### config.mk
export PLATFORM = sky130hd
export DESIGN_NAME = reg_file_sb_flat
export DESIGN_NICKNAME = d
export VERILOG_FILES = /design/src/rtl/reg_file_sb_pkg.sv /design/src/rtl/reg_file_sb_if.sv /design/src/rtl/reg_file_sb_scoreboard.sv /design/src/rtl/reg_file_sb.sv /design/src/flat_wrapper.sv
export SDC_FILE = /design/constraint.sdc
export NUM_CORES = 2
export LEC_CHECK = 0
export CAP_MARGIN = 10
export CORE_MARGIN = 1.5
export CORE_UTILIZATION = 55
export DETAILED_ROUTE_END_ITERATION = 7
export PLACE_DENSITY = 0.75
export SYNTH_ARGS = -nofsm -noshare
export SYNTH_HDL_FRONTEND = slang
export SYNTH_SLANG_ARGS = --single-unit
### constraint.sdc
create_clock -name clkIn -period 3.9 [get_ports clkIn]
set_input_delay 0.975 -clock clkIn [delete_from_list [all_inputs] [get_ports clkIn]]
set_output_delay 0.975 -clock clkIn [all_outputs]
set_load 0.03 [all_outputs]
### src/rtl/reg_file_sb_pkg.sv
// reg_file_sb_pkg
// Shared definitions for the general-register file and its busy scoreboard:
// default sizes, the address-width helper, the zero-register index,
// the reset level and the pending-counter update kinds.
package reg_file_sb_pkg;

  localparam int   XLEN_DEF     = 32;
  localparam int   NREG_DEF     = 32;
  localparam int   ZERO_REG     = 0;
  localparam logic RESET_ACTIVE = 1'b1;

  // How the pending-register counter moves on a clock edge.
  typedef enum logic [1:0] {
    CNT_HOLD,
    CNT_INC,
    CNT_DEC
  } cntOpT;

  // Register-address width; a two-entry file still needs one address bit.
  function automatic int addrWidth(input int n);
    return (n <= 2) ? 1 : $clog2(n);
  endfunction

endpackage

### src/rtl/reg_file_sb_if.sv
// reg_file_sb_if
// Groups the decode-side read/issue signals and the writeback signals of
// the register file into one bundle.
//   rsIn/DataOut        : NRD packed read ports (address in, data out)
//   rdIn/DataIn/WriteIn : writeback port
//   issueIn/issueRdIn   : marks a destination register busy
//   busyOut/stallOut    : per-port hazard flags and their OR
//   pendOut             : number of busy registers
//   portOut             : low bits of the LED mirror register
// master = pipeline side driving the file, slave = the register file.
interface reg_file_sb_if
  import reg_file_sb_pkg::*;
#(
  parameter int XLEN   = XLEN_DEF,
  parameter int NREG   = NREG_DEF,
  parameter int NRD    = 2,
  parameter int PORT_W = 16
);
  localparam int AW = addrWidth(NREG);

  logic [NRD*AW-1:0]   rsIn;
  logic [NRD*XLEN-1:0] DataOut;
  logic [AW-1:0]       rdIn;
  logic [XLEN-1:0]     DataIn;
  logic                WriteIn;
  logic                issueIn;
  logic [AW-1:0]       issueRdIn;
  logic [NRD-1:0]      busyOut;
  logic                stallOut;
  logic [AW:0]         pendOut;
  logic [PORT_W-1:0]   portOut;

  modport master (
    output rsIn, rdIn, DataIn, WriteIn, issueIn, issueRdIn,
    input  DataOut, busyOut, stallOut, pendOut, portOut
  );

  modport slave (
    input  rsIn, rdIn, DataIn, WriteIn, issueIn, issueRdIn,
    output DataOut, busyOut, stallOut, pendOut, portOut
  );

endinterface

### src/rtl/reg_file_sb_scoreboard.sv
// reg_scoreboard
// Per-register busy bits for load-use / writeback hazard detection.
// Ports:
//   clkIn, resetIn      : clock, synchronous active-high reset
//   rsIn                : NRD packed source addresses being looked up
//   rdIn, WriteIn       : writeback, clears the destination's busy bit
//   issueIn, issueRdIn  : issue, sets the destination's busy bit
//   busyOut, stallOut   : per-port pending flag and its OR
//   pendOut             : registered count of busy registers
module reg_scoreboard
  import reg_file_sb_pkg::*;
#(
  parameter int NREG = NREG_DEF,
  parameter int NRD  = 2,
  parameter int AW   = addrWidth(NREG_DEF)
)(
  input  logic              clkIn,
  input  logic              resetIn,
  input  logic [NRD*AW-1:0] rsIn,
  input  logic [AW-1:0]     rdIn,
  input  logic              WriteIn,
  input  logic              issueIn,
  input  logic [AW-1:0]     issueRdIn,
  output logic [NRD-1:0]    busyOut,
  output logic              stallOut,
  output logic [AW:0]       pendOut
);

  localparam int             CW        = AW + 1;
  localparam logic [AW-1:0]  ZERO_ADDR = AW'(ZERO_REG);

  logic [NREG-1:0] busy;
  logic [NREG-1:0] busyNext;
  logic [AW:0]     pendCount;
  logic            setValid;
  logic            clearValid;
  logic            incPend;
  logic            decPend;
  cntOpT           cntOp;

  assign setValid   = issueIn && (issueRdIn != ZERO_ADDR);
  assign clearValid = WriteIn && (rdIn != ZERO_ADDR);

  // Issue is applied after the clear so a same-register write+issue leaves
  // the register busy for the newer producer.
  always_comb begin
    busyNext = busy;
    if (clearValid) busyNext[rdIn] = 1'b0;
    if (setValid) busyNext[issueRdIn] = 1'b1;
  end

  // The count only moves on real 0->1 / 1->0 transitions, so it always
  // equals the popcount of the busy vector.
  assign incPend = setValid && !busy[issueRdIn];
  assign decPend = clearValid && busy[rdIn] && !(setValid && (issueRdIn == rdIn));

  always_comb begin
    cntOp = CNT_HOLD;
    case ({incPend, decPend})
      2'b10:   cntOp = CNT_INC;
      2'b01:   cntOp = CNT_DEC;
      default: cntOp = CNT_HOLD;
    endcase
  end

  always_ff @(posedge clkIn) begin
    if (resetIn == RESET_ACTIVE) begin
      busy      <= '0;
      pendCount <= '0;
    end else begin
      busy <= busyNext;
      case (cntOp)
        CNT_INC: pendCount <= pendCount + CW'(1);
        CNT_DEC: pendCount <= pendCount - CW'(1);
        default: pendCount <= pendCount;
      endcase
    end
  end

  // A source being written back this cycle is no longer a hazard.
  for (genvar p = 0; p < NRD; p++) begin : gBusy
    logic [AW-1:0] rs;
    assign rs         = rsIn[p*AW +: AW];
    assign busyOut[p] = (rs != ZERO_ADDR) && busy[rs] && !(WriteIn && (rdIn == rs));
  end

  assign stallOut = |busyOut;
  assign pendOut  = pendCount;

endmodule

### src/rtl/reg_file_sb.sv
// reg_file_sb
// General-register file for the pipelined core with a hardwired-zero
// register 0, write-to-read bypass, a busy scoreboard and an LED mirror.
// Ports:
//   clkIn   : clock, all state on the rising edge
//   resetIn : synchronous active-high reset
//   bus     : reg_file_sb_if.slave (read ports, writeback, issue, hazard
//             flags, pending count, LED mirror)
module reg_file_sb
  import reg_file_sb_pkg::*;
#(
  parameter int XLEN     = XLEN_DEF,
  parameter int NREG     = NREG_DEF,
  parameter int NRD      = 2,
  parameter int PORT_REG = 31,
  parameter int PORT_W   = 16
)(
  input  logic         clkIn,
  input  logic         resetIn,
  reg_file_sb_if.slave bus
);

  localparam int            AW        = addrWidth(NREG);
  localparam logic [AW-1:0] ZERO_ADDR = AW'(ZERO_REG);

  logic [XLEN-1:0]     regs [NREG];
  logic [NRD*XLEN-1:0] readData;

  // Register 0 is never written, so it keeps its reset value of zero.
  always_ff @(posedge clkIn) begin
    if (resetIn == RESET_ACTIVE) begin
      for (int i = 0; i < NREG; i++) regs[i] <= '0;
    end else if (bus.WriteIn && (bus.rdIn != ZERO_ADDR)) begin
      regs[bus.rdIn] <= bus.DataIn;
    end
  end

  // Same-cycle writeback data is forwarded ahead of storage.
  for (genvar p = 0; p < NRD; p++) begin : gRead
    logic [AW-1:0] rs;
    assign rs = bus.rsIn[p*AW +: AW];
    assign readData[p*XLEN +: XLEN] =
      (rs == ZERO_ADDR)                       ? '0 :
      (bus.WriteIn && (bus.rdIn == rs))       ? bus.DataIn :
                                                regs[rs];
  end

  assign bus.DataOut = readData;

  // The LED mirror shows storage only, never the bypassed value.
  assign bus.portOut = regs[PORT_REG][PORT_W-1:0];

  reg_scoreboard #(
    .NREG (NREG),
    .NRD  (NRD),
    .AW   (AW)
  ) scoreboard (
    .clkIn     (clkIn),
    .resetIn   (resetIn),
    .rsIn      (bus.rsIn),
    .rdIn      (bus.rdIn),
    .WriteIn   (bus.WriteIn),
    .issueIn   (bus.issueIn),
    .issueRdIn (bus.issueRdIn),
    .busyOut   (bus.busyOut),
    .stallOut  (bus.stallOut),
    .pendOut   (bus.pendOut)
  );

endmodule

### src/flat_wrapper.sv
// flat-port wrapper written by rule: the top's interface ports become plain ports
module reg_file_sb_flat import reg_file_sb_pkg::*;
#(
  parameter int XLEN     = XLEN_DEF,
  parameter int NREG     = NREG_DEF,
  parameter int NRD      = 2,
  parameter int PORT_REG = 31,
  parameter int PORT_W   = 16
)
  (clkIn, resetIn, bus_rsIn, bus_rdIn, bus_DataIn, bus_WriteIn, bus_issueIn, bus_issueRdIn, bus_DataOut, bus_busyOut, bus_stallOut, bus_pendOut, bus_portOut);
  reg_file_sb_if #(.XLEN(XLEN), .NREG(NREG), .NRD(NRD), .PORT_W(PORT_W)) bus_i ();
  input  logic clkIn;
  input  logic resetIn;
  input wire logic [$bits(bus_i.rsIn)-1:0] bus_rsIn;
  input wire logic [$bits(bus_i.rdIn)-1:0] bus_rdIn;
  input wire logic [$bits(bus_i.DataIn)-1:0] bus_DataIn;
  input wire logic [$bits(bus_i.WriteIn)-1:0] bus_WriteIn;
  input wire logic [$bits(bus_i.issueIn)-1:0] bus_issueIn;
  input wire logic [$bits(bus_i.issueRdIn)-1:0] bus_issueRdIn;
  output wire logic [$bits(bus_i.DataOut)-1:0] bus_DataOut;
  output wire logic [$bits(bus_i.busyOut)-1:0] bus_busyOut;
  output wire logic [$bits(bus_i.stallOut)-1:0] bus_stallOut;
  output wire logic [$bits(bus_i.pendOut)-1:0] bus_pendOut;
  output wire logic [$bits(bus_i.portOut)-1:0] bus_portOut;
  assign bus_i.rsIn = bus_rsIn;
  assign bus_i.rdIn = bus_rdIn;
  assign bus_i.DataIn = bus_DataIn;
  assign bus_i.WriteIn = bus_WriteIn;
  assign bus_i.issueIn = bus_issueIn;
  assign bus_i.issueRdIn = bus_issueRdIn;
  assign bus_DataOut = bus_i.DataOut;
  assign bus_busyOut = bus_i.busyOut;
  assign bus_stallOut = bus_i.stallOut;
  assign bus_pendOut = bus_i.pendOut;
  assign bus_portOut = bus_i.portOut;
  reg_file_sb #(.XLEN(XLEN), .NREG(NREG), .NRD(NRD), .PORT_REG(PORT_REG), .PORT_W(PORT_W)) u_core (.clkIn(clkIn), .resetIn(resetIn), .bus(bus_i));
endmodule
* Word level (Yosys, flattened, before mapping) *
Memory sizes are Yosys's and may differ from the RTL's.
Index checks and enable logic that the tools add are counted.

storage, ports and cells
  output and inout port bits = 89
  word-level logic and storage cells = 76
  memories = 1
  bits in registers = 38
  RAM bits = 1024
  input port bits = 56

cells by class
  add/subtract/negate cells = 2
  eq/ne operators = 7
  mux-type cells = 28
  reduce and logical (&&, ||, !) cells = 27
  bitwise operators = 3
  order comparisons = 6

memories
  memory       words  bits a word  rd ports  clocked after Yosys merged registers in  write ports  RTL line           source
  u_core.regs  32     32           3         0                                        32           reg_file_sb.sv:26  logic [XLEN-1:0] regs [NREG];

operators by type and width
  operator             number
  $mux 32              7
  $and 32x32->32       1
  $not 32->32          1
  $or 32x32->32        1
  $reduce_or 32->1     1
  $lt 5x6->1 const B   4
  $bmux 1 s5           4
  $reduce_bool 5->1    4
  $eq 5x5->1           3
  $logic_and 1x1->1    14
  $mux 1               12
  $pmux 6 s2           1
  $demux 1 s5          2
  $ge 5x1->1 const B   2
  $logic_not 5->1      2
  $add 6x1->6 const B  1
  $sub 6x1->6 const B  1
  $mux 5               1
  $eq 2x1->1 const B   2
  $eq 2x2->1 const B   2
  $logic_not 1->1      4
  $pmux 2 s2           1
  $reduce_bool 2->1    1
  $reduce_or 2->1      1

* Longest topological paths before layout *
  word-level depth = 9
  depth in mapped cells = 14
  gate-level depth less buffers = 12

* Cells and area by module *
From an unflattened synthesis, not the netlist that was laid out.

unflattened totals
  cells, all modules = 4212
  area, all modules = 58358.5 um^2

modules (own cells, without submodules)
  module          instances  area an instance (um^2)  cells an instance  seq. area each (um^2)
  reg_file_sb     1          55303.0                  3874               30749.5
  reg_scoreboard  1          3055.4                   338                760.7

* Worst setup path before layout *
Ideal clock, no wire load.

  path type = input -> register
  from = input port bus_rdIn[0]
  to = register u_core.scoreboard.pendCount[5], in the netlist u_core.scoreboard.pendOut[5]
  buffers on the path = 2
  path slack = -0.284 ns
  required time = 3.779 ns
  library setup time = 0.121 ns
  stages on the path = 10
  data arrival time = 4.063 ns
  path through = buf_2 -> buf_2 -> mux4_2 -> a221oi_1 -> a211oi_1 -> ha_1 -> ha_1 -> or3b_2 -> o311ai_0 -> mux2_2

between the ends
  word-level cells in the longest chain between the ends = 8
  elaborated cells on any way between the ends = 16
  those cells by class = eq/ne: 5; mux: 4; reduce/logical: 7

ends and longest elaborated chain
  item                                                        RTL line                      source
  start, declared                                             flat_wrapper.sv:15            input wire logic [$bits(bus_i.rdIn)-1:0] bus_rdIn;
  $bmux 1 s5, or another cell as far along                    reg_file_sb_scoreboard.sv:55  assign decPend = clearValid && busy[rdIn] && !(setValid && (issueRdIn == rdIn));
  $mux 1 (not written as such), or another cell as far along  reg_file_sb_scoreboard.sv:55
  $logic_and 1x1->1 or $logic_not 1->1 (tied branches)        reg_file_sb_scoreboard.sv:55
  $logic_and 1x1->1 (*)                                       reg_file_sb_scoreboard.sv:55
  $eq 2x1->1 or $eq 2x2->1 (tied branches)                    reg_file_sb_scoreboard.sv:59  case ({incPend, decPend})
  $pmux 2 s2 (*)                                              reg_file_sb_scoreboard.sv:59
  $eq 2x2->1 or $eq 2x1->1 (tied branches)                    reg_file_sb_scoreboard.sv:72  case (cntOp)
  $pmux 6 s2 or $reduce_bool 2->1 (tied branches)             -
  end signal, assigned                                        reg_file_sb_scoreboard.sv:73  CNT_INC: pendCount <= pendCount + CW'(1);
  end signal, assigned                                        reg_file_sb_scoreboard.sv:74  CNT_DEC: pendCount <= pendCount - CW'(1);
  end signal, assigned                                        reg_file_sb_scoreboard.sv:75  default: pendCount <= pendCount;
  end, declared                                               reg_file_sb_scoreboard.sv:34  logic [AW:0] pendCount;

Every way passes the cells marked *; elsewhere a longest branch is shown, timed or not. The select of a mux whose other input is x is not followed.
A chain may end at the register's enable or synchronous reset.

* Worst setup path after layout *
  from = input port bus_rsIn[5]
  to = output port bus_DataOut[47]

between the ends
  word-level cells in the longest chain between the ends = 4
  elaborated cells on any way between the ends = 6
  those cells by class = eq/ne: 1; mux: 2; reduce/logical: 2; memory: 1

ends and longest elaborated chain
  item                                                   RTL line            source
  start, declared                                        flat_wrapper.sv:14  input wire logic [$bits(bus_i.rsIn)-1:0] bus_rsIn;
  branches (longest 3 deep; another with $mem_v2 32x32)  -
  $mux 32 (*)                                            reg_file_sb.sv:43   (rs == ZERO_ADDR) ? '0 :
  end, declared                                          flat_wrapper.sv:20  output wire logic [$bits(bus_i.DataOut)-1:0] bus_DataOut;

Every way passes the cells marked *.

==> out/metrics.yaml <==
outcome: "complete, but fails checks"
failed_checks: "setup timing"
synth_area_per_cell_um2: 14.24
final_util_pct: 69.52
grt_max_degree: 87
drv_cap: 0
clockRootBuffer: "clkbuf_16"
cp_max_fo: 7
antenna_found_initial: 11
whs_ns: 0.5217
nets: 4604
place_congestion: 1.031
htree_levels: 3
cts_made_buffers: 110
power.density_nw_per_um2: 403.3
final_cell_mix: "1024 x edfxtp_1, 999 x and2_1, 442 x mux4_2"
wl_per_cell_um: 36.49
fin_crit_ns: 4.036
port_buffers: 144
seq_area_frac_synth_pct: 54.41
cts_tree: "done"
initial_utilization_pct: 55.72
cts_buffer_depth: 3
globalRoute.totalOverflow: 0
p_leak_nw: 25.96
drive_above_1_share_pct: 37.02
crit_path_end_kind: "primary output"
rows: 118
ys.flop_type: "edfxtp_1"
synth_cell_type_count: 65
die_x_um: 327.5
fmax_ghz: 0.2478
final_common_cell: "edfxtp_1"
drtPass1Iterations: 7
async_flop_share_pct: 0
finalSetupViolCount: 45
dieArea_um2: 107200
yosysWarnings: 0
drtIter0Drc: 7276
cp.required_ns: 2.92
finalClockSkew_ns: 0.03427
synth-edff-count: 1024
synthToLayoutAreaGrowth_pct: 24.78
avgViaCountPerCell: 7.217
clk_pin_slew_ns: 0.07
grt_pass1_wl_mm: 303.4
finalCritPeriodShare_pct: 103.5
start_kind: "input pin"
ant_nets: 0
vdd_drop_max_v: 0.0005397
multi_input_area_um2: 26150
insertion_delay_ns: 0.75
fill_cells: 6620
setup_ws_ns: -0.1361
grt_pass1_vias: 42696
grt_setup_unrepaired: "true"
synth_seq_cells: 1062
hold_path.class: "flip-flop to flip-flop"
drc_errors: 0
hold_buffers: 0
maxSlewHeadroom_pct: 22.06
synth_area_um2: 57910
num_io_pins: 145
totalWireLength_mm: 219.6
coreArea_um2: 103900
synth_cells: 4066
finalHoldViolCount: 0
regArea_um2: 31510
cts.sinks: 1062
worstMarginPinSlew_ns: 1.169
place_hpwl_mm: 136.5
critPathKind: "input pin to primary output"
die_y_um: 327.5
vias: 43442
arrival_ns: 3.06
slew_viol_final: 0
grt.total_usage_pct: 40.07
[worst paths after layout]
path,startpoint,end,slack (ns),depth (start not counted)
worst max register to register,u_core.scoreboard.busy[31]$_SDFF_PP0_,u_core.scoreboard.pendOut[5]$_SDFFE_PP0P_,0.72,9
worst min-delay path,u_core.scoreboard.busy[0]$_SDFF_PP0_,u_core.scoreboard.busy[0]$_SDFF_PP0_,0.52,1
worst min register to register,u_core.scoreboard.busy[0]$_SDFF_PP0_,u_core.scoreboard.busy[0]$_SDFF_PP0_,0.52,1
worst max-delay path,bus_rsIn[5],bus_DataOut[47],-0.14,10
[power breakdown]
part,switching (W),leakage (nW),internal [W]
sequential,0.000359,10.1,0.0131
combinational,0.00285,14.2,0.00232
clock,0.00460,1.71,0.00588
total,0.00781,26.0,0.0213
[per-stage QoR]
stage | cells | setup WS, ns | TNS, ns | total power [W] | cell area (um2)
after floorplan | 4097 | -0.1142 | -0.1142 | 0.01596 | 58070
final | 6019 | -0.1361 | -1.613 | 0.02914 | 72260
after detailed placement | 5707 | -0.6403 | -30.93 | 0.01812 | 65440
after CTS | 5958 | -0.08904 | -1.010 | 0.02863 | 70710
after global routing | 6013 | -0.1203 | -1.925 | 0.02960 | 72250
after global placement | 5707 | -0.6797 | -30.83 | 0.01803 | 65440
[repair_timing]
action,4_1_cts,5_1_grt
setup endpoints to repair,67,67
pin swaps,58,110
gates cloned,12,14
resized for setup,277,224
setup buffers,43,49
[flip-flops by register name, summed over array words and instances, names as in the netlist]
signal,flops
u_core.scoreboard.busy,32
u_core.scoreboard.pendOut,6
u_core.regs,1024
[kinds of logic after synthesis]
group	after synthesis	synth area share (%)
AOI/OAI and AO/OA	522	6.505
muxes	662	21.37
buffers and inverters	478	3.805
and+or+nand+nor	1316	13.48
xor gates and xnor gates	19	0.2874
adders and majority gates	6	0.1426
other	1	0.006476
DFF	1062	54.41
[worst max-delay path, stage by stage]
cell	delay [ns]
buf_16	0.18
buf_16	0.16
buf_6	0.10
mux4_2	0.49
a22oi_2	0.48
a21oi_2	0.13
nor3_2	0.15
buf_4	0.18
nor2_4	0.05
buf_12	0.14
[cell usage after synthesis, types with 12 or more instances]
master / n / area [um2]
nor2_1: 78 / 292.8
buf_4: 33 / 247.7
buf_1: 19 / 71.32
nand3_1: 22 / 110.1
a22oi_1: 83 / 623.1
clkbuf_1: 301 / 1130
a221oi_1: 23 / 201.4
o221ai_1: 55 / 481.7
a21oi_1: 56 / 280.3
nand3b_1: 12 / 90.09
mux4_2: 437 / 9842
mux2i_1: 158 / 1582
nand2_1: 117 / 439.2
buf_6: 18 / 202.7
a22o_1: 12 / 105.1
dfxtp_1: 38 / 760.7
a21o_1: 24 / 180.2
buf_2: 72 / 360.4
o22ai_1: 108 / 675.7
a211oi_1: 34 / 255.2
edfxtp_1: 1024 / 30750
and2_1: 1004 / 6281
inv_1: 29 / 108.9
mux2_2: 54 / 608.1
a32o_1: 34 / 340.3
mux4_1: 13 / 341.6
o21ai_0: 50 / 250.2
[cell type report]
class	instances	area share [%]
Multi-Input combinational cell	2558	36.18
Timing Repair Buffer	779	12.82
Clock buffer	128	3.962
Tap cell	1380	2.389
Sequential cell	1062	43.61
Clock inverter	75	0.8588
Antenna cell	6	0.02078
Inverter	31	0.1610
[per-layer routing]
layer | global-route usage (%) | wire [um] | vias to the layer above
met5 | 0 | 48 | -
met4 | 31.22 | 20490 | 8
met3 | 13.55 | 34130 | 1177
met2 | 58.39 | 95870 | 4326
met1 | 49.25 | 69060 | 21267
li1 | - | - | 16664
Note: power is estimated with default switching activity, not from simulation.
